===== config.mk =====
export PLATFORM = sky130hd
export DESIGN_NAME = regfile_wb_queue
export DESIGN_NICKNAME = d
export VERILOG_FILES = /design/src/rtl/riscy32_pkg.sv /design/src/rtl/wb_fwd_lookup.sv /design/src/rtl/regfile_wb_queue.sv
export SDC_FILE = /design/constraint.sdc
export NUM_CORES = 1
export LEC_CHECK = 0
export ABC_AREA = 1
export BUFFER_PORTS_ARGS = -buffer_cell sky130_fd_sc_hd__clkbuf_2
export CORE_ASPECT_RATIO = 0.8
export CORE_MARGIN = 3
export CORE_UTILIZATION = 55
export DETAILED_ROUTE_END_ITERATION = 6
export GPL_TIMING_DRIVEN = 0
export PLACE_DENSITY = 0.86
export SLEW_MARGIN = 20
export SYNTH_ARGS = -nofsm -noshare
export SYNTH_HDL_FRONTEND = slang
export SYNTH_SLANG_ARGS = --single-unit

===== constraint.sdc =====
create_clock -name clk -period 4.94 [get_ports clk]
set_clock_uncertainty 0.2 [all_clocks]
set_input_delay 0.494 -clock clk [delete_from_list [all_inputs] [get_ports clk]]
set_output_delay 0.494 -clock clk [all_outputs]
set_load 0.05 [all_outputs]

===== src/rtl/riscy32_pkg.sv =====
// Shared register-file definitions: data/address widths, the x0 constant and
// the writeback request record carried by the write queue.
package riscy32_pkg;

    localparam int XLEN = 32;
    localparam int AW   = 5;

    localparam logic [AW-1:0] REG_ZERO = '0;

    typedef struct packed {
        logic [AW-1:0]   rd;
        logic [XLEN-1:0] data;
    } wb_req_t;

endpackage


===== src/rtl/wb_fwd_lookup.sv =====
// Newest-first match of one read address against the pending write entries.
// Entries are scanned from wr_ptr-1 backwards; the first valid match wins.
module wb_fwd_lookup
    import riscy32_pkg::*;
#(
    parameter int XLEN  = 32,
    parameter int AW    = 5,
    parameter int DEPTH = 4,
    localparam int PW   = $clog2(DEPTH)
) (
    input  logic [DEPTH-1:0] valid,
    input  logic [AW-1:0]    rd   [DEPTH],
    input  logic [XLEN-1:0]  data [DEPTH],
    input  logic [PW-1:0]    wr_ptr,
    input  logic [AW-1:0]    addr,
    output logic             hit,
    output logic [XLEN-1:0]  hit_data
);

    always_comb begin
        logic [PW-1:0] idx;
        hit      = 1'b0;
        hit_data = '0;
        idx      = '0;
        // i = DEPTH wraps back onto wr_ptr itself, the oldest slot when full.
        for (int i = 1; i <= DEPTH; i++) begin
            idx = wr_ptr - PW'(i);
            if (!hit && (addr != AW'(REG_ZERO)) && valid[idx] && (rd[idx] == addr)) begin
                hit      = 1'b1;
                hit_data = data[idx];
            end
        end
    end

endmodule


===== src/rtl/regfile_wb_queue.sv =====
// Register-file write front end: in-order writeback FIFO draining onto the
// single write port, with newest-first forwarding to both read ports.
module regfile_wb_queue
    import riscy32_pkg::*;
#(
    parameter int XLEN  = riscy32_pkg::XLEN,
    parameter int AW    = riscy32_pkg::AW,
    parameter int DEPTH = 4,
    localparam int PW   = $clog2(DEPTH),
    localparam int CW   = $clog2(DEPTH) + 1
) (
    input  logic            clk,
    input  logic            rst,
    input  logic            in_valid,
    output logic            in_ready,
    input  logic [AW-1:0]   in_rd,
    input  logic [XLEN-1:0] in_data,
    input  logic            wport_busy,
    output logic            we3,
    output logic [AW-1:0]   a3,
    output logic [XLEN-1:0] wd3,
    input  logic [AW-1:0]   a1,
    input  logic [AW-1:0]   a2,
    output logic            fwd1_hit,
    output logic [XLEN-1:0] fwd1_data,
    output logic            fwd2_hit,
    output logic [XLEN-1:0] fwd2_data,
    output logic [CW-1:0]   count,
    output logic            empty
);

    logic [AW-1:0]    rd_q   [DEPTH];
    logic [XLEN-1:0]  data_q [DEPTH];
    logic [DEPTH-1:0] valid_q;
    logic [PW-1:0]    wr_ptr;
    logic [PW-1:0]    rd_ptr;
    logic [CW-1:0]    count_q;

    logic             accept;
    logic             push;
    logic             pop;
    logic             hit1_raw;
    logic             hit2_raw;
    logic [XLEN-1:0]  data1_raw;
    logic [XLEN-1:0]  data2_raw;

    // Handshake and drain decisions come from registered occupancy only.
    assign in_ready = !rst && (count_q < CW'(DEPTH));
    assign empty    = rst || (count_q == '0);
    assign count    = count_q;

    assign accept = in_valid && in_ready;
    assign push   = accept && (in_rd != AW'(REG_ZERO));
    assign pop    = we3;

    assign we3 = !empty && !wport_busy && !rst;
    assign a3  = we3 ? rd_q[rd_ptr]   : '0;
    assign wd3 = we3 ? data_q[rd_ptr] : '0;

    // Control state: pointers, occupancy and per-entry valid bits.
    always_ff @(posedge clk) begin
        if (rst) begin
            wr_ptr  <= '0;
            rd_ptr  <= '0;
            count_q <= '0;
            valid_q <= '0;
        end else begin
            if (push) begin
                valid_q[wr_ptr] <= 1'b1;
                wr_ptr          <= wr_ptr + PW'(1);
            end
            if (pop) begin
                valid_q[rd_ptr] <= 1'b0;
                rd_ptr          <= rd_ptr + PW'(1);
            end
            case ({push, pop})
                2'b10:   count_q <= count_q + CW'(1);
                2'b01:   count_q <= count_q - CW'(1);
                default: count_q <= count_q;
            endcase
        end
    end

    // Entry payloads need no reset; valid_q qualifies them.
    always_ff @(posedge clk) begin
        if (push) begin
            rd_q[wr_ptr]   <= in_rd;
            data_q[wr_ptr] <= in_data;
        end
    end

    wb_fwd_lookup #(
        .XLEN  (XLEN),
        .AW    (AW),
        .DEPTH (DEPTH)
    ) u_fwd1 (
        .valid    (valid_q),
        .rd       (rd_q),
        .data     (data_q),
        .wr_ptr   (wr_ptr),
        .addr     (a1),
        .hit      (hit1_raw),
        .hit_data (data1_raw)
    );

    wb_fwd_lookup #(
        .XLEN  (XLEN),
        .AW    (AW),
        .DEPTH (DEPTH)
    ) u_fwd2 (
        .valid    (valid_q),
        .rd       (rd_q),
        .data     (data_q),
        .wr_ptr   (wr_ptr),
        .addr     (a2),
        .hit      (hit2_raw),
        .hit_data (data2_raw)
    );

    assign fwd1_hit  = rst ? 1'b0 : hit1_raw;
    assign fwd1_data = rst ? '0   : data1_raw;
    assign fwd2_hit  = rst ? 1'b0 : hit2_raw;
    assign fwd2_data = rst ? '0   : data2_raw;

endmodule


==> results.toml <==
[cts]
holdBufCountCts = 0
numCtsBuffers = 17
cts_buffer_depth = 2
clkSlewWorstSetupHoldPaths_ns = 0.07
cts_max_level = 4
clock-root-buffer = "clkbuf_16"
cts_tree = "built"
clkLatencyLatePin_ns = 0.42
cts.sinks = 159

[setup_path]
start_kind = "flip-flop"
cp_max_fo = 20
max_stage_delay_ns = 0.39
path_cells = "buf_6 > inv_2 > buf_6 > buf_6 > ha_1 > inv_2 > buf_2 > nand3_1 > nand3_1 > nand2_1 > nor2_2 > nand3_2 > nand2_2 > nor2_4 > buf_6 > nand3_1 > nand2_1 > nor2_1 > clkbuf_2"
cp_common_cell = "buf_6"
worstPathArrival_ns = 4.09
startpoint = "wr_ptr[0]$_SDFFE_PP0P_"
slowest_stage = "ha_1"
cp.required_ns = 4.25
end_kind = "output port"
path_class = "reg -> out"
r2r-start = "wr_ptr[0]$_SDFFE_PP0P_"

[global_routing]
global_route.overflow_total = 0
antenna_found_initial = 0
grt_start_max_net_pins = 24
grt_use_total_pct = 39.9
grt_pass1_wl_mm = 83.0
grt_pass1_vias = 14477

[worst_hold_path]
worstHoldPathType = "in -> reg"
hp-start = "in_data[25]"

[logic_synthesis]
yosys.cell_types.count = 31
avgSynthCellArea_um2 = 6.42
ys_ff_latch = 159
synthCells = 2109
syn-cell-area_um2 = 13500
syn_nets = 2170
ys_warn_count = 0
yosysSeqAreaShare_pct = 34.5

[die]
dieArea_um2 = 26500
die_w_um = 181
std_cell_rows = 50
initial_core_util_pct = 57.0
die_h_um = 146
coreArea_um2 = 23800
ios = 160

[routing]
first_iter_violations = 3663
vias = 16503
wl_per_cell_um = 21.2
via_per_inst = 6.31
antenna_left = 0
remaining_drc_errors = 4
first_pass_iters = 7
routed_wl_mm = 55.5

[timing]
fin_crit_ns = 4.78
worst_slack_ns = 0.156
final_min_period_over_clock_period_pct = 96.8
hold_viol = 0
slew_headroom_pct = 46.4
drv_slew = 0
setup_viol = 0
timing.fmax_mhz = 209
max_slew.worst_pin.slew_ns = 0.802

[layout]
num-nets-final = 2351
regArea_um2 = 4660
fin_area_um2 = 15400
antenna_cells = 0
fillerInstances = 2097
final_layout_size_suffix_gt1_share_pct = 12.7
area_growth_pct = 14.0
finalNonFillerCells = 2615
multiInputGateArea_um2 = 7480
postLayoutCoreUtil_pct = 64.9

[power]
p_per_area_nw_per_um2 = 273
p_leak_nw = 7.29
ir_drop_mv = 0.458
comb_power_share_pct = 35.4
power.share.clock_pct = 27.8
swShare_pct = 40.4
p_int_mw = 2.51
p_sw_mw = 1.70
total_power_mw = 4.22
seqPwrFrac_pct = 36.8

[place]
dpl-instance-area_um2 = 14900
io_buffers = 158
place_ws_ns = 0.391
hpwl_mm = 44.2
gp_routability_congestion = 1.04
placed_cells_incl_taps = 2584

[run_status]
violations = "DRC"
status = "complete, but fails checks"

[run]
max_cap_violations = 0
==> cell usage after synthesis <==
library cell / number / area (µm²)
nor2_1: 186 / 698
dfxtp_1: 11 / 220
edfxtp_1: 148 / 4440
fa_1: 1 / 20.0
xor2_1: 1 / 8.76
clkbuf_1: 81 / 304
a21oi_1: 81 / 405
o31ai_1: 1 / 7.51
nand3_1: 218 / 1090
nor2_2: 3 / 18.8
nand3_2: 4 / 40.0
buf_4: 9 / 67.6
o21ai_0: 231 / 1160
ha_1: 9 / 113
o311ai_2: 1 / 16.3
clkinv_1: 1 / 3.75
o21a_1: 1 / 7.51
nor2_4: 6 / 67.6
buf_1: 19 / 71.3
or3_1: 1 / 6.26
o21ai_1: 47 / 235
buf_2: 38 / 190
nand4_2: 2 / 25.0
a221oi_1: 32 / 280
nand2_2: 2 / 12.5
clkbuf_2: 1 / 5.00
buf_6: 17 / 191
inv_1: 153 / 574
nand2_1: 700 / 2630
inv_2: 8 / 30.0
nand4_1: 96 / 601
==> registers in the layout (all words and copies together), names as in the netlist <==
| signal | count |
|---|---|
| data_q | 128 |
| valid_q | 4 |
| wr_ptr | 2 |
| rd_ptr | 2 |
| rd_q | 20 |
| count | 3 |
==> cells by family after synthesis <==
logic type / after synthesis / share of synthesized area (%)
xor gates and xnor gates: 1 / 0.0647
buffers and inverters: 327 / 10.6
adders and majority gates: 10 / 0.980
AOI/OAI and AO/OA: 394 / 15.6
DFF: 159 / 34.5
and+or+nand+nor: 1218 / 38.3
==> layout make-up <==
class / instances / area share [%]
flip-flops and latches: 159 / 30.2
multi-input cells: 1623 / 48.4
repair buffers: 163 / 6.03
clock buffers: 18 / 2.78
inverters: 162 / 3.94
plain buffers: 164 / 5.39
clock inverters: 14 / 0.697
well taps: 312 / 2.53
==> what timing repair did <==
item                                    4_1_cts  5_1_grt
gates cloned                                  0        0
pin swaps                                     0        0
endpoints found under the setup margin       26        5
setup buffers                                 0        0
gates resized for setup                       0       12
==> layout by cell type (no fill, tap or decap), types with 8 or more instances in the layout <==
master	Yosys	routed
ha_1	9	9
a21oi_1	81	81
buf_4	9	10
edfxtp_1	148	148
o21ai_1	47	47
nand4_1	96	96
nand3_1	218	218
clkbuf_2	1	159
nand2_1	700	700
dfxtp_1	11	11
clkbuf_16	0	17
inv_1	153	153
clkbuf_1	81	78
nor2_1	186	182
buf_6	17	17
inv_2	8	8
nor2_4	6	10
buf_2	38	39
a221oi_1	32	32
buf_1	19	19
o21ai_0	231	231
==> metrics by stage <==
stage / hold slack (ns) / TNS [ns]
after global placement: 0.280 / 0
after global routing: 0.0842 / -0.00659
after detailed placement: 0.285 / 0
after floorplan: 0.270 / 0
final: 0.0942 / 0
after CTS: 0.0848 / 0
==> path summary, 6_finish.rpt <==
| check | end | slack, ns | cells after the start |
|---|---|---|---|
| max | fwd1_data[19] | 0.16 | 19 |
| min | data_q[25]$_DFFE_PP_ | 0.09 | 1 |
| max reg2reg | wr_ptr[1]$_SDFFE_PP0P_ | 2.03 | 10 |
| min reg2reg | count[0]$_SDFFE_PP0P_ | 0.30 | 1 |
==> worst max-delay path, delay by kind of cell, from the launching register on <==
| kind | cells | cell delay [ns] |
|---|---|---|
| flip-flops | 1 | 0.38 |
| AND/OR/NAND/NOR | 10 | 1.51 |
| adder cells (fa/ha/maj) | 1 | 0.39 |
| buffers and inverters | 8 | 1.38 |
==> per-layer routing <==
| metal | wire length [µm] | share of wire, % | vias to the layer above | track usage (%) |
|---|---|---|---|---|
| li1 | - | - | 7445 | - |
| met1 | 22300 | 40 | 7445 | 61.5 |
| met2 | 20800 | 37 | 1528 | 51.6 |
| met3 | 11800 | 21 | 85 | 18.2 |
| met4 | 600 | 1.1 | 0 | 5.98 |
| met5 | 0 | 0 | - | 0 |
==> power groups by stage <==
stage	clock network (mW)	logic (mW)	registers [mW]
after detailed placement	0	1.40	1.58
after global routing	1.24	1.59	1.55
after floorplan	0	0.934	1.57
final	1.17	1.49	1.55
after CTS	1.18	1.41	1.55
after global placement	0	1.35	1.58
Note: power is estimated with default switching activity, not from simulation.
